$ cat config.mk
export PLATFORM = sky130hd
export DESIGN_NAME = music_play_ctrl
export DESIGN_NICKNAME = d
export VERILOG_FILES = /design/src/rtl/music_play_ctrl.sv
export SDC_FILE = /design/constraint.sdc
export NUM_CORES = 1
export LEC_CHECK = 0
export ABC_AREA = 1
export CAP_MARGIN = 20
export CORE_ASPECT_RATIO = 1.4
export CORE_MARGIN = 1.5
export CORE_UTILIZATION = 35
export DETAILED_ROUTE_END_ITERATION = 10
export GPL_ROUTABILITY_DRIVEN = 0
export GPL_TIMING_DRIVEN = 0
export PLACE_DENSITY = 0.52
export SYNTH_ARGS = -nofsm -noshare
export SYNTH_HDL_FRONTEND = slang
export SYNTH_SLANG_ARGS = --single-unit
$ cat constraint.sdc
create_clock -name clk -period 5.6 [get_ports clk]
set_clock_uncertainty 0.2 [all_clocks]
set_input_delay 0.84 -clock clk [delete_from_list [all_inputs] [get_ports clk]]
set_output_delay 0.84 -clock clk [all_outputs]
set_load 0.005 [all_outputs]
$ cat src/rtl/music_play_ctrl.sv
// Buzzer playback sequencer: walks the song ROM, times the gap and sounding phase of each note,
// and handles play/pause/stop/next/prev/loop control.
module music_play_ctrl #(
  parameter int unsigned UNIT_CYCLES = 12_500_000,
  parameter int unsigned GAP_CYCLES  = 2_500_000,
  parameter int unsigned NUM_SONGS   = 3,
  parameter int unsigned IDX_W       = 8
) (
  input  logic             clk,
  input  logic             rst,
  input  logic             play,
  input  logic             pause,
  input  logic             stop,
  input  logic             next,
  input  logic             prev,
  input  logic             loop_en,
  input  logic [IDX_W-1:0] song_len,
  input  logic [5:0]       rom_code,
  output logic [1:0]       song_sel,
  output logic [IDX_W-1:0] rom_addr,
  output logic [5:0]       tone_code,
  output logic             tone_gate,
  output logic             busy,
  output logic             song_done
);

  localparam logic [31:0] GapUnit  = 32'(GAP_CYCLES);
  localparam logic [31:0] SndUnit  = 32'(UNIT_CYCLES - GAP_CYCLES);
  localparam logic [1:0]  LastSong = 2'(NUM_SONGS - 1);

  typedef enum logic [2:0] {StIdle, StAddr, StLoad, StGap, StSound, StPaused} state_e;

  state_e           state_q, state_d, ret_q, ret_d, run_state;
  logic [31:0]      timer_q, timer_d, run_timer;
  logic [IDX_W-1:0] addr_q, addr_d, run_addr;
  logic [1:0]       sel_q, sel_d;
  logic [5:0]       code_q, code_d, run_code;
  logic [2:0]       unit_q, unit_d, run_unit;
  logic             run_done, nav;
  logic [31:0]      gap_last, snd_last;

  function automatic logic [2:0] note_units(input logic [5:0] code);
    logic [2:0] u;
    if      (code < 6'd8)  u = 3'd2;
    else if (code < 6'd15) u = 3'd4;
    else if (code < 6'd22) u = 3'd1;
    else if (code < 6'd29) u = 3'd2;
    else if (code < 6'd36) u = 3'd4;
    else if (code < 6'd43) u = 3'd1;
    else if (code < 6'd50) u = 3'd2;
    else if (code < 6'd57) u = 3'd4;
    else                   u = 3'd1;
    return u;
  endfunction

  assign gap_last = 32'(unit_q) * GapUnit - 32'd1;
  assign snd_last = 32'(unit_q) * SndUnit - 32'd1;
  assign nav      = next ^ prev;

  always_comb begin
    state_d   = state_q;
    ret_d     = ret_q;
    timer_d   = timer_q;
    addr_d    = addr_q;
    sel_d     = sel_q;
    code_d    = code_q;
    unit_d    = unit_q;
    song_done = 1'b0;
    run_state = state_q;
    run_timer = timer_q;
    run_addr  = addr_q;
    run_code  = code_q;
    run_unit  = unit_q;
    run_done  = 1'b0;

    // Uncontrolled progression of the playing states for this cycle.
    case (state_q)
      StAddr: begin
        if (addr_q >= song_len) begin
          run_done  = 1'b1;
          run_addr  = '0;
          run_state = loop_en ? StAddr : StIdle;
        end else begin
          run_state = StLoad;
        end
      end
      StLoad: begin
        run_code  = rom_code;
        run_unit  = note_units(rom_code);
        run_timer = '0;
        run_state = StGap;
      end
      StGap: begin
        if (timer_q == gap_last) begin
          run_timer = '0;
          run_state = StSound;
        end else begin
          run_timer = timer_q + 32'd1;
        end
      end
      StSound: begin
        if (timer_q == snd_last) begin
          run_timer = '0;
          run_addr  = addr_q + IDX_W'(1);
          run_state = StAddr;
        end else begin
          run_timer = timer_q + 32'd1;
        end
      end
      default: ;
    endcase

    if (stop) begin
      state_d = StIdle;
      addr_d  = '0;
      timer_d = '0;
    end else if (nav) begin
      if (next) sel_d = (sel_q == LastSong) ? 2'd0 : sel_q + 2'd1;
      else      sel_d = (sel_q == 2'd0) ? LastSong : sel_q - 2'd1;
      addr_d  = '0;
      timer_d = '0;
      state_d = (state_q == StIdle || state_q == StPaused) ? StIdle : StAddr;
    end else if (state_q == StPaused) begin
      if (play) state_d = ret_q;
    end else if (state_q == StIdle) begin
      if (play) state_d = StAddr;
    end else begin
      timer_d   = run_timer;
      addr_d    = run_addr;
      code_d    = run_code;
      unit_d    = run_unit;
      song_done = run_done;
      state_d   = run_state;
      // A pause still completes this cycle's work; resume picks up where it would have gone.
      if (pause && run_state != StIdle) begin
        ret_d   = run_state;
        state_d = StPaused;
      end
    end
  end

  always_ff @(posedge clk or posedge rst) begin
    if (rst) begin
      state_q <= StIdle;
      ret_q   <= StIdle;
      timer_q <= '0;
      addr_q  <= '0;
      sel_q   <= '0;
      code_q  <= '0;
      unit_q  <= 3'd1;
    end else begin
      state_q <= state_d;
      ret_q   <= ret_d;
      timer_q <= timer_d;
      addr_q  <= addr_d;
      sel_q   <= sel_d;
      code_q  <= code_d;
      unit_q  <= unit_d;
    end
  end

  assign song_sel  = sel_q;
  assign rom_addr  = addr_q;
  assign tone_code = code_q;
  assign tone_gate = (state_q == StSound) && (code_q != 6'd0);
  assign busy      = (state_q != StIdle);

endmodule

==> results of run 1 <==
synthesized netlist by cell type, types with 8 or more instances:
library cell    n  share of area [%]
a21oi_1        14                1.3
dfrtp_1        56                 26
ha_1           24                5.7
inv_1         114                8.1
nand2_1       219                 16
nand2_2        16                1.9
nand3_1        72                6.8
nand3_2        12                2.3
nand4_1        15                1.8
nor2_1         69                4.9
nor2_2         16                1.9
nor3_1          8               0.76
o21ai_0        34                3.2
o22ai_1        28                3.3
xor2_1         35                5.8
per-stage QoR:
step                area, µm²  hold slack [ns]  worst slack, ns
global route             6225           0.3552           0.1620
floorplan                5294           0.2537            1.485
CTS                      6225           0.3096           0.4950
finish                   6225           0.3077           0.5476
detailed placement       5954           0.2963           0.5140
global placement         5934           0.2953           0.5586
final cells by class:
cell class / count / area share [%]
clock inverters: 3 / 0.2814
plain buffers: 10 / 0.9849
clock buffers: 11 / 4.060
flip-flops and latches: 57 / 22.93
repair buffers: 41 / 6.754
inverters: 122 / 7.437
well taps: 192 / 3.859
multi-input cells: 604 / 53.69
worst min-delay path, stage by stage, from the launching register on:
cell	delay [ns]
dfrtp_1	0.36
nand2_1	0.05
o21ai_0	0.06
power by group:
| part | internal [µW] | switching [µW] | leakage [µW] | total (µW) |
|---|---|---|---|---|
| Clock | 316 | 186 | 0.000133 | 502 |
| Sequential | 464 | 55.8 | 0.000770 | 520 |
| Combinational | 657 | 1320 | 0.00198 | 1980 |
| Total | 1440 | 1560 | 0.00288 | 3000 |
sequential cells by signal, summed over array words and instances, names as in the netlist:
name       cells
timer_q       32
rom_addr       8
tone_code      6
ret_q          3
state_q        3
unit_q         3
song_sel       2
final timing paths:
path                            from     endpoint  slack, ns  depth (start not counted)
max reg2reg                unit_q[0]   timer_q[1]       0.55                         21
max in group asynchronous        rst  timer_q[28]       3.84                          3
min                         ret_q[0]     ret_q[0]       0.31                          2
min reg2reg                 ret_q[0]     ret_q[0]       0.31                          2
min in group asynchronous        rst  rom_addr[1]       0.75                          2
max                        unit_q[0]   timer_q[1]       0.55                         21
kinds of logic after synthesis:
group,count (synthesis),synth area share [%]
buf+inv,132,9.903
flops,57,26.97
compound gates,97,11.53
simple gates,444,39.26
fa+ha+maj,25,6.051
xor+xnor,38,6.287
per-layer routing:
layer	GRT usage (%)	routed length, µm	vias up
met5	0	0	-
met4	8.933	501	0
met3	2.235	326	30
met2	35.51	7555	92
met1	21.97	6070	2454
li1	-	-	2676
==> key figures, run 1 <==
Clock tree
  – Clk_lat worst skew: ~0.33 ns
  – Sink Count: 57
  – Hold buffer count at CTS: 0
  – Post_cts resized: 0
  – CTS tree: done
  – CTS Buf Count: 9
  – CTS clock-pin slew for the worst setup and hold paths: ~0.050 ns
  – Maximum buffer depth of the clock tree: 2
  – Post-CTS Setup Repair Bufs: 0
  – Root buffer cell: clkbuf_16
  – CTS H-tree depth: 3

Synthesis
  – Share of flip-flops with an asynchronous set or reset: 100.0%
  – Syn Area/Cell: roughly 6.7 µm²
  – Gate Count Post-Synth: 793
  – Distinct cells, synth: 51
  – Yosys Warn Count: 0
  – Post-synthesis sequential area ratio: between 20 and 30%
  – Ys flop type: dfrtp_1
  – Synth Net Count: 840
  – Synth Cell Area: 0.005294 mm²
  – EDFF count, synth: 0
  – Flops & latches, synth: between 50 and 60

Drt
  – 1st-pass router iterations: 5
  – Total Wirelength: roughly 14 mm
  – Vias: 5252
  – Routed WL per cell: ~14 µm
  – DR iter-0 viols: about 270
  – DR vias/cell: ~5.1
  – DRC: 0
  – DRT antenna net count: 0

Die
  – Rows: 53
  – I/O pin count: just over 40
  – DIE AREA: 0.01588 mm²
  – Initial Utilization: a little over a third
  – Die W: between 100 and 150 µm
  – Core area: about 0.015 mm²
  – Die height: ~150 µm

Place
  – Placed Cells: 1026
  – Hpwl dp: between 10 and 15 mm
  – PortBufs: 40

Setup path
  – Buf/Inv on CP: 3
  – Sequence of cells on the critical path: clkinv_1 > ha_1 > ha_1 > fa_1 > nor2_1 > nand3_1 > nor2_1 > nand3_2 > inv_2 > nand2_1 > nor2_2 > nand3_2 > nand3_1 > nand3_1 > nor2_1 > nand3_1 > o21ai_2 > nand2_1 > o211ai_2 > buf_2 > o22ai_1
  – Crit path launch type: flip-flop
  – Crit Path Category: flip-flop to flip-flop
  – Worst EP arrival: roughly 5 ns
  – Req. time, crit path: about 5.6 ns
  – Worst Setup End Kind: flip-flop
  – Most common cell on crit path: nand3_1
  – Largest stage delay, worst path: 0.63 ns
  – Critical Path Slowest Stage Cell: ha_1
  – Delay-heaviest family, CP: simple AND/OR/NAND/NOR gates
  – Worst-path fanout max: 10

Pwr
  – Pwr per Cell Area: between 400 and 500 mW/mm²
  – LEAKAGE: 0.002878 µW
  – Overall power: about 3000 µW
  – IR drop worst, VDD: between 0.0002 and 0.00025 V

Timing
  – Slew @ Worst Pin: a little over 0.7 ns
  – Fmax: 197.9 MHz
  – Fin crit period: between 5 and 6 ns
  – Hold Fails Final Rpt: 0
  – Setup TNS: 0 ns
  – Worst slew margin: ~52%
  – Unrepaired setup endpoints after global routing: no
  – Final Max Tran Viols: 0
  – Final setup viols: 0
  – Final period utilization: approximately nine tenths

Run
  – Max-cap violations: 0

Finish
  – Commonest non-fill, non-tap cell in the layout: nand2_1
  – Antenna cells: 0
  – Area of the multi-input gates: roughly 0.0033 mm²
  – FILL cells: 1563
  – Post-layout nets: roughly 890
  – Sequential cell area: around 0.0014 mm²
  – Finished Core Util: between 40% and 50%
  – Commonest non-fill, non-tap cells in the layout: nand2_1 (219), inv_1 (113), nand3_1 (72), nor2_1 (69), dfrtp_1 (56)
  – Non-filler cells, final: between 1k and 1.5k
  – Layout cells sized above 1: a little over a tenth
  – Layout area overhead: 17.58%

Global route
  – Tot GR Track Use: between 10% and 20%
  – Initial antenna violation count: 0
  – Largest net degree at the start of global routing: 33
  – First-pass GRT wire length: 24.58 mm
  – Vias in the first global route: between 5k and 6k
  – Total gr overflow: 0

Outcome
  – Status: finished clean

Min path
  – Hold Crit Class: flip-flop to flip-flop
No activity file was read; power rests on OpenSTA's default activity.
==> run 2, diff against run 1 <==
==> constraint.sdc (replaced) <==
create_clock -name clk -period 5.6 [get_ports clk]
set_clock_uncertainty 0.2 [all_clocks]
set_input_delay 1.12 -clock clk [delete_from_list [all_inputs] [get_ports clk]]
set_output_delay 1.12 -clock clk [all_outputs]
set_load 0.005 [all_outputs]
==> results of run 2 <==
The final DEF is identical to that of run 1. Status: finished clean.
